===== config.mk =====
export PLATFORM = sky130hd
export DESIGN_NAME = monitor_ventana
export DESIGN_NICKNAME = d
export VERILOG_FILES = /design/src/rtl/monitor_ventana.sv
export SDC_FILE = /design/constraint.sdc
export NUM_CORES = 1
export LEC_CHECK = 0
export ABC_AREA = 1
export CAP_MARGIN = 20
export CORE_ASPECT_RATIO = 0.5
export CORE_MARGIN = 10
export CORE_UTILIZATION = 55
export DETAILED_ROUTE_END_ITERATION = 16
export PLACE_DENSITY = 0.89
export SETUP_SLACK_MARGIN = 0.02
export SLEW_MARGIN = 0
export SYNTH_ARGS = -nofsm -noshare
export SYNTH_HDL_FRONTEND = slang
export SYNTH_SLANG_ARGS = --single-unit

===== constraint.sdc =====
create_clock -name clock -period 1.8 [get_ports clock]
set_input_delay 0.18 -clock clock [delete_from_list [all_inputs] [get_ports clock]]
set_output_delay 0.18 -clock clock [all_outputs]
set_load 0.1 [all_outputs]

===== src/rtl/monitor_ventana.sv =====
// monitor_ventana: windowed min/max/sum/mean/overflow-count over 2^LOG2_WIN
// accepted samples, with the result held under a valid/ready handshake.
// Ports: clock, i_rst (sync, active-high)
//        i_valid/i_data/i_overflow : sample stream from the accumulator
//        i_ready                   : consumer takes the held result
//        o_valid/o_min/o_max/o_sum/o_mean/o_ovf_count : registered result
//        o_drop                    : one-cycle pulse per discarded sample
module monitor_ventana #(
  parameter int NB_DATA  = 6,
  parameter int LOG2_WIN = 3,
  parameter int NB_SUM   = NB_DATA + LOG2_WIN
) (
  input  logic                clock,
  input  logic                i_rst,
  input  logic                i_valid,
  input  logic [NB_DATA-1:0]  i_data,
  input  logic                i_overflow,
  input  logic                i_ready,
  output logic                o_valid,
  output logic [NB_DATA-1:0]  o_min,
  output logic [NB_DATA-1:0]  o_max,
  output logic [NB_SUM-1:0]   o_sum,
  output logic [NB_DATA-1:0]  o_mean,
  output logic [LOG2_WIN:0]   o_ovf_count,
  output logic                o_drop
);

  typedef enum logic {ACCUM, HOLD} state_t;

  localparam logic [LOG2_WIN-1:0] CNT_ONE = 1;

  state_t state_q, state_d;

  logic [LOG2_WIN-1:0] cnt_q, cnt_d;
  logic [NB_SUM-1:0]   sum_q, sum_d;
  logic [NB_DATA-1:0]  min_q, min_d;
  logic [NB_DATA-1:0]  max_q, max_d;
  logic [LOG2_WIN:0]   ovf_q, ovf_d;

  logic [NB_DATA-1:0]  omin_q, omin_d;
  logic [NB_DATA-1:0]  omax_q, omax_d;
  logic [NB_SUM-1:0]   osum_q, osum_d;
  logic [NB_DATA-1:0]  omean_q, omean_d;
  logic [LOG2_WIN:0]   oovf_q, oovf_d;
  logic                drop_q, drop_d;

  logic                hold;
  logic                accept;
  logic                first;
  logic                last;
  logic [NB_SUM-1:0]   acc_sum;
  logic [NB_DATA-1:0]  acc_min;
  logic [NB_DATA-1:0]  acc_max;
  logic [LOG2_WIN:0]   acc_ovf;

  always_comb begin
    hold    = (state_q == HOLD);
    // The handshake edge frees the result, so its sample is taken too.
    accept  = i_valid & (~hold | i_ready);
    first   = (cnt_q == '0);
    last    = (cnt_q == '1);
    acc_sum = sum_q + NB_SUM'(i_data);
    // First sample of a window ignores whatever min/max held before.
    acc_min = (first || i_data < min_q) ? i_data : min_q;
    acc_max = (first || i_data > max_q) ? i_data : max_q;
    acc_ovf = ovf_q + (LOG2_WIN+1)'(i_overflow);
  end

  always_comb begin
    state_d = state_q;
    cnt_d   = cnt_q;
    sum_d   = sum_q;
    min_d   = min_q;
    max_d   = max_q;
    ovf_d   = ovf_q;
    omin_d  = omin_q;
    omax_d  = omax_q;
    osum_d  = osum_q;
    omean_d = omean_q;
    oovf_d  = oovf_q;
    drop_d  = i_valid & hold & ~i_ready;

    unique case (state_q)
      ACCUM: ;
      HOLD:  if (i_ready) state_d = ACCUM;
    endcase

    if (accept) begin
      if (last) begin
        omin_d  = acc_min;
        omax_d  = acc_max;
        osum_d  = acc_sum;
        omean_d = acc_sum[NB_SUM-1:LOG2_WIN];
        oovf_d  = acc_ovf;
        cnt_d   = '0;
        sum_d   = '0;
        min_d   = '0;
        max_d   = '0;
        ovf_d   = '0;
        state_d = HOLD;
      end else begin
        cnt_d = cnt_q + CNT_ONE;
        sum_d = acc_sum;
        min_d = acc_min;
        max_d = acc_max;
        ovf_d = acc_ovf;
      end
    end
  end

  always_ff @(posedge clock) begin
    if (i_rst) begin
      state_q <= ACCUM;
      cnt_q   <= '0;
      sum_q   <= '0;
      min_q   <= '0;
      max_q   <= '0;
      ovf_q   <= '0;
      omin_q  <= '0;
      omax_q  <= '0;
      osum_q  <= '0;
      omean_q <= '0;
      oovf_q  <= '0;
      drop_q  <= 1'b0;
    end else begin
      state_q <= state_d;
      cnt_q   <= cnt_d;
      sum_q   <= sum_d;
      min_q   <= min_d;
      max_q   <= max_d;
      ovf_q   <= ovf_d;
      omin_q  <= omin_d;
      omax_q  <= omax_d;
      osum_q  <= osum_d;
      omean_q <= omean_d;
      oovf_q  <= oovf_d;
      drop_q  <= drop_d;
    end
  end

  assign o_valid     = (state_q == HOLD);
  assign o_min       = omin_q;
  assign o_max       = omax_q;
  assign o_sum       = osum_q;
  assign o_mean      = omean_q;
  assign o_ovf_count = oovf_q;
  assign o_drop      = drop_q;

endmodule


==> results.yml <==
yosys:
  yosysTopAreaCellShare: 0.355
  synth_area_mm2: 0.00311
  yosysWarningCount: 0
  ys_ff_latch: 55
  yosys-top-cells-area: "dfxtp_1 35%, nand2_1 13%, ha_1 8.9%"
  synth_cell_types: 37
  synth_fp_nets: 451
  ys_seq_area_frac: 0.355
  post_synth.cell_area_avg_um2: 7.45
  yosysTopAreaCell: "dfxtp_1"
  synth_edf_count: 0
  synth_top_flop_cell: "dfxtp_1"
  syn-instance-count: 417
  asyncSetResetFlopFracSynth: 0
sta:
  final.hold.worst_slack_ns: 0.379
  worst-slew-pin-transition_ns: 0.400
  period_share: 0.905
  finalSetupViolCount: 0
  setup_repair_after_global_routing_missed_its_margin: "no"
  finClkSkew_ns: 0.00869
  final_period_minus_worst_setup_slack_ns: 1.63
  worst_slack_ns: 0.171
  clock.fmax_mhz: 614
  relSlewSlack: 0.734
  final-hold-violation-count: 0
  timing_max_transition_violations_final: 0
floorplan:
  die_area_mm2: 0.00923
  die_y_um: 73.1
  die_w_um: 126
  ios: 44
  std_cell_rows: 19
  fp.coreArea_mm2: 0.00547
  initial_utilization: 0.568
clocking:
  tritoncts_buffer_count: 5
  clockBufferDepth: 2
  cts_tree: "yes"
  clock_insertion_delay_at_the_later_pin_of_the_skew_report_ns: 0.30
  worst_setup_hold_path_clk_slew_ns: 0.07
  numClockSinks: 55
  htree_levels: 2
  root_buffer: "clkbuf_16"
hold_path:
  whs_endpoint: "max_q[5]"
  worstHoldStart: "i_data[5]"
  min_path_cells: 5
  worst_hold_path_type: "in2reg"
routing:
  wire_per_inst_um: 13.6
  drt_wl_total_um: 7250
  detail_route.vias_per_cell: 5.07
  total_iterations_of_the_first_detailed_routing_run: 4
  vias: 2714
  route.detailed.drc: 0
  route.antenna.remaining_nets: 0
  dr.first_iter.drc_count: 158
setup_path:
  worstSetupPathType: "reg2reg"
  timing.critical_path.arrival_ns: 1.86
  cell_type_with_the_highest_occurrence_count_on_the_critical_path: "nand3_1"
  reg2reg_slack_ns: 0.17
  critPathCaptureType: "flop"
  path_max_fanout: 4
  critical_path.cell_chain: "inv_1, ha_1, a21o_1, nor2_1, nand2_2, buf_4, nand3_1, nand3_1, a21oi_1"
  cp-start-kind: "flop"
  worst_r2r_path_depth: 9
  worst_path_largest_cell_delay_ns: 0.34
  required_ns: 2.03
  worst_path_max_delay_cell: "dfxtp_1"
  worstReg2RegEnd: "min_q[5]"
  worstReg2RegStart: "min_q[5]"
status:
  status: "completed"
finish:
  area.growth.synth_to_final_pct: 19.0
  antenna_cells: 0
  layout.cell_area.non_filler_mm2: 0.00369
  drive_above_1_share: 0.184
  filler_cell_count: 433
  final_core_util: 0.676
  post_layout_nonfiller_instances: 535
  layout.nets: 495
power:
  cellLeakagePower_nw: 1.92
  power.density_cell_area_mw_per_mm2: 796
  peak_ir_drop_on_the_vdd_network_mv: 0.442
global_route:
  globalRouteTotalUtil: 0.159
  first_global_vias: 2739
  grt_pass1_wl_um: 12500
  grt_max_degree: 29
  globalRoute.totalOverflow: 0
  grt_antenna_before_repair: 0
placed_design:
  dp_hpwl_um: 5200
  post_placement_cell_count: 527
  post-place-ws_ns: -0.360
  gp_congestion: 0.859
  numPortBuffers: 43
  dpl-instance-area_mm2: 0.00351
run:
  drv_cap: 0
state kept, by name, indices dropped and copies added (netlist names):
name / flops
o_valid: 1
cnt_q: 3
o_sum: 9
sum_q: 9
min_q: 6
o_drop: 1
o_max: 6
o_min: 6
max_q: 6
o_ovf_count: 4
ovf_q: 4
critical path, delay by kind of cell, from the launching register on:
kind,cells,cell delay [ns]
and+or+nand+nor,4,0.40
DFF,1,0.34
AOI/OAI and AO/OA,2,0.31
adders and majority gates,1,0.28
buffers and inverters,2,0.23
synthesized netlist by cell type (2+ instances only):
master	count
nor2_2	2
inv_1	54
o21ai_2	2
nand2_4	2
dfxtp_1	55
o21ai_0	8
a21o_1	2
nand2_2	8
buf_8	2
nand3_2	2
o21bai_1	2
inv_2	3
buf_2	2
nand3_1	35
buf_4	7
o21a_1	15
a21oi_1	30
xor2_1	6
buf_6	6
ha_1	22
clkbuf_1	4
o21ai_1	4
nand2_1	110
nor2_8	2
a22oi_1	3
nor2_1	18
where the power goes:
group | total, mW | internal (mW) | switching (mW)
sequential | 1.30 | 1.27 | 0.0324
combinational | 0.623 | 0.237 | 0.386
clock | 1.02 | 0.557 | 0.461
layout make-up:
| cell class | instances | area, um2 | share of cell area |
|---|---|---|---|
| Clock buffer | 6 | 139 | 0.0376 |
| Clock inverter | 2 | 16.3 | 0.00440 |
| Inverter | 59 | 229 | 0.0620 |
| Multi-Input combinational cell | 281 | 1610 | 0.437 |
| Sequential cell | 55 | 1100 | 0.298 |
| Tap cell | 73 | 91.3 | 0.0247 |
| Timing Repair Buffer | 59 | 504 | 0.136 |
logic make-up after synthesis:
family | count (synthesis) | synth area share
DFF | 55 | 0.355
AOI/OAI and AO/OA | 67 | 0.129
adders and majority gates | 23 | 0.0951
and+or+nand+nor | 184 | 0.270
buffers and inverters | 81 | 0.131
xor gates and xnor gates | 7 | 0.0197
metrics by stage:
stage / TNS (ns) / total power, mW
after global placement: -3.90 / 1.90
after CTS: 0 / 2.93
final: 0 / 2.94
after global routing: 0 / 3.08
after detailed placement: -5.73 / 1.92
after floorplan: 0 / 1.75
placed cells by master (no fill, tap or decap), types with 2 or more instances in the layout:
cell               n
o21a_1            15
a21oi_1           30
nand3_2            2
xor2_1             6
dfxtp_1           54
dlymetal6s2s_1     5
buf_4             47
nand2_2            9
nor2_1            18
a22oi_1            3
o21bai_1           2
nor2_8             2
a21o_1             2
buf_12             2
o21ai_1            4
nor2_2             2
ha_1              21
clkdlybuf4s50_1    4
o21ai_0            8
o21ai_2            2
inv_2              3
nand3_1           35
inv_1             54
clkbuf_16          5
nand2_1          109
per-layer routing:
| metal | routed length, um | part of all wire | GRT usage | vias to the layer above |
|---|---|---|---|---|
| met5 | 0 | 0 | 0 | - |
| met4 | 91 | 0.013 | 0.0602 | 0 |
| met3 | 389 | 0.054 | 0.0341 | 10 |
| met2 | 3530 | 0.49 | 0.284 | 63 |
| met1 | 3240 | 0.45 | 0.186 | 1236 |
| li1 | - | - | - | 1405 |
how the worst max path moves through the flow:
stage	start	end	slack (ns)
after floorplan	o_sum[5]	o_sum[5]	0.23
after global placement	i_data[0]	o_sum[6]	-0.21
after detailed placement	i_data[0]	o_sum[6]	-0.36
after CTS	sum_q[0]	o_sum[6]	0.07
after global routing	max_q[4]	o_max[5]	0.02
final	min_q[5]	min_q[5]	0.17
what timing repair did:
item / 4_1_cts / 5_1_grt
resized for setup: 2 / 8
hold buffers: 0 / 0
pin swaps: 1 / 2
setup endpoints to repair: 4 / 19
buffers inserted: 0 / 0
No activity file was read; power rests on OpenSTA's default activity.
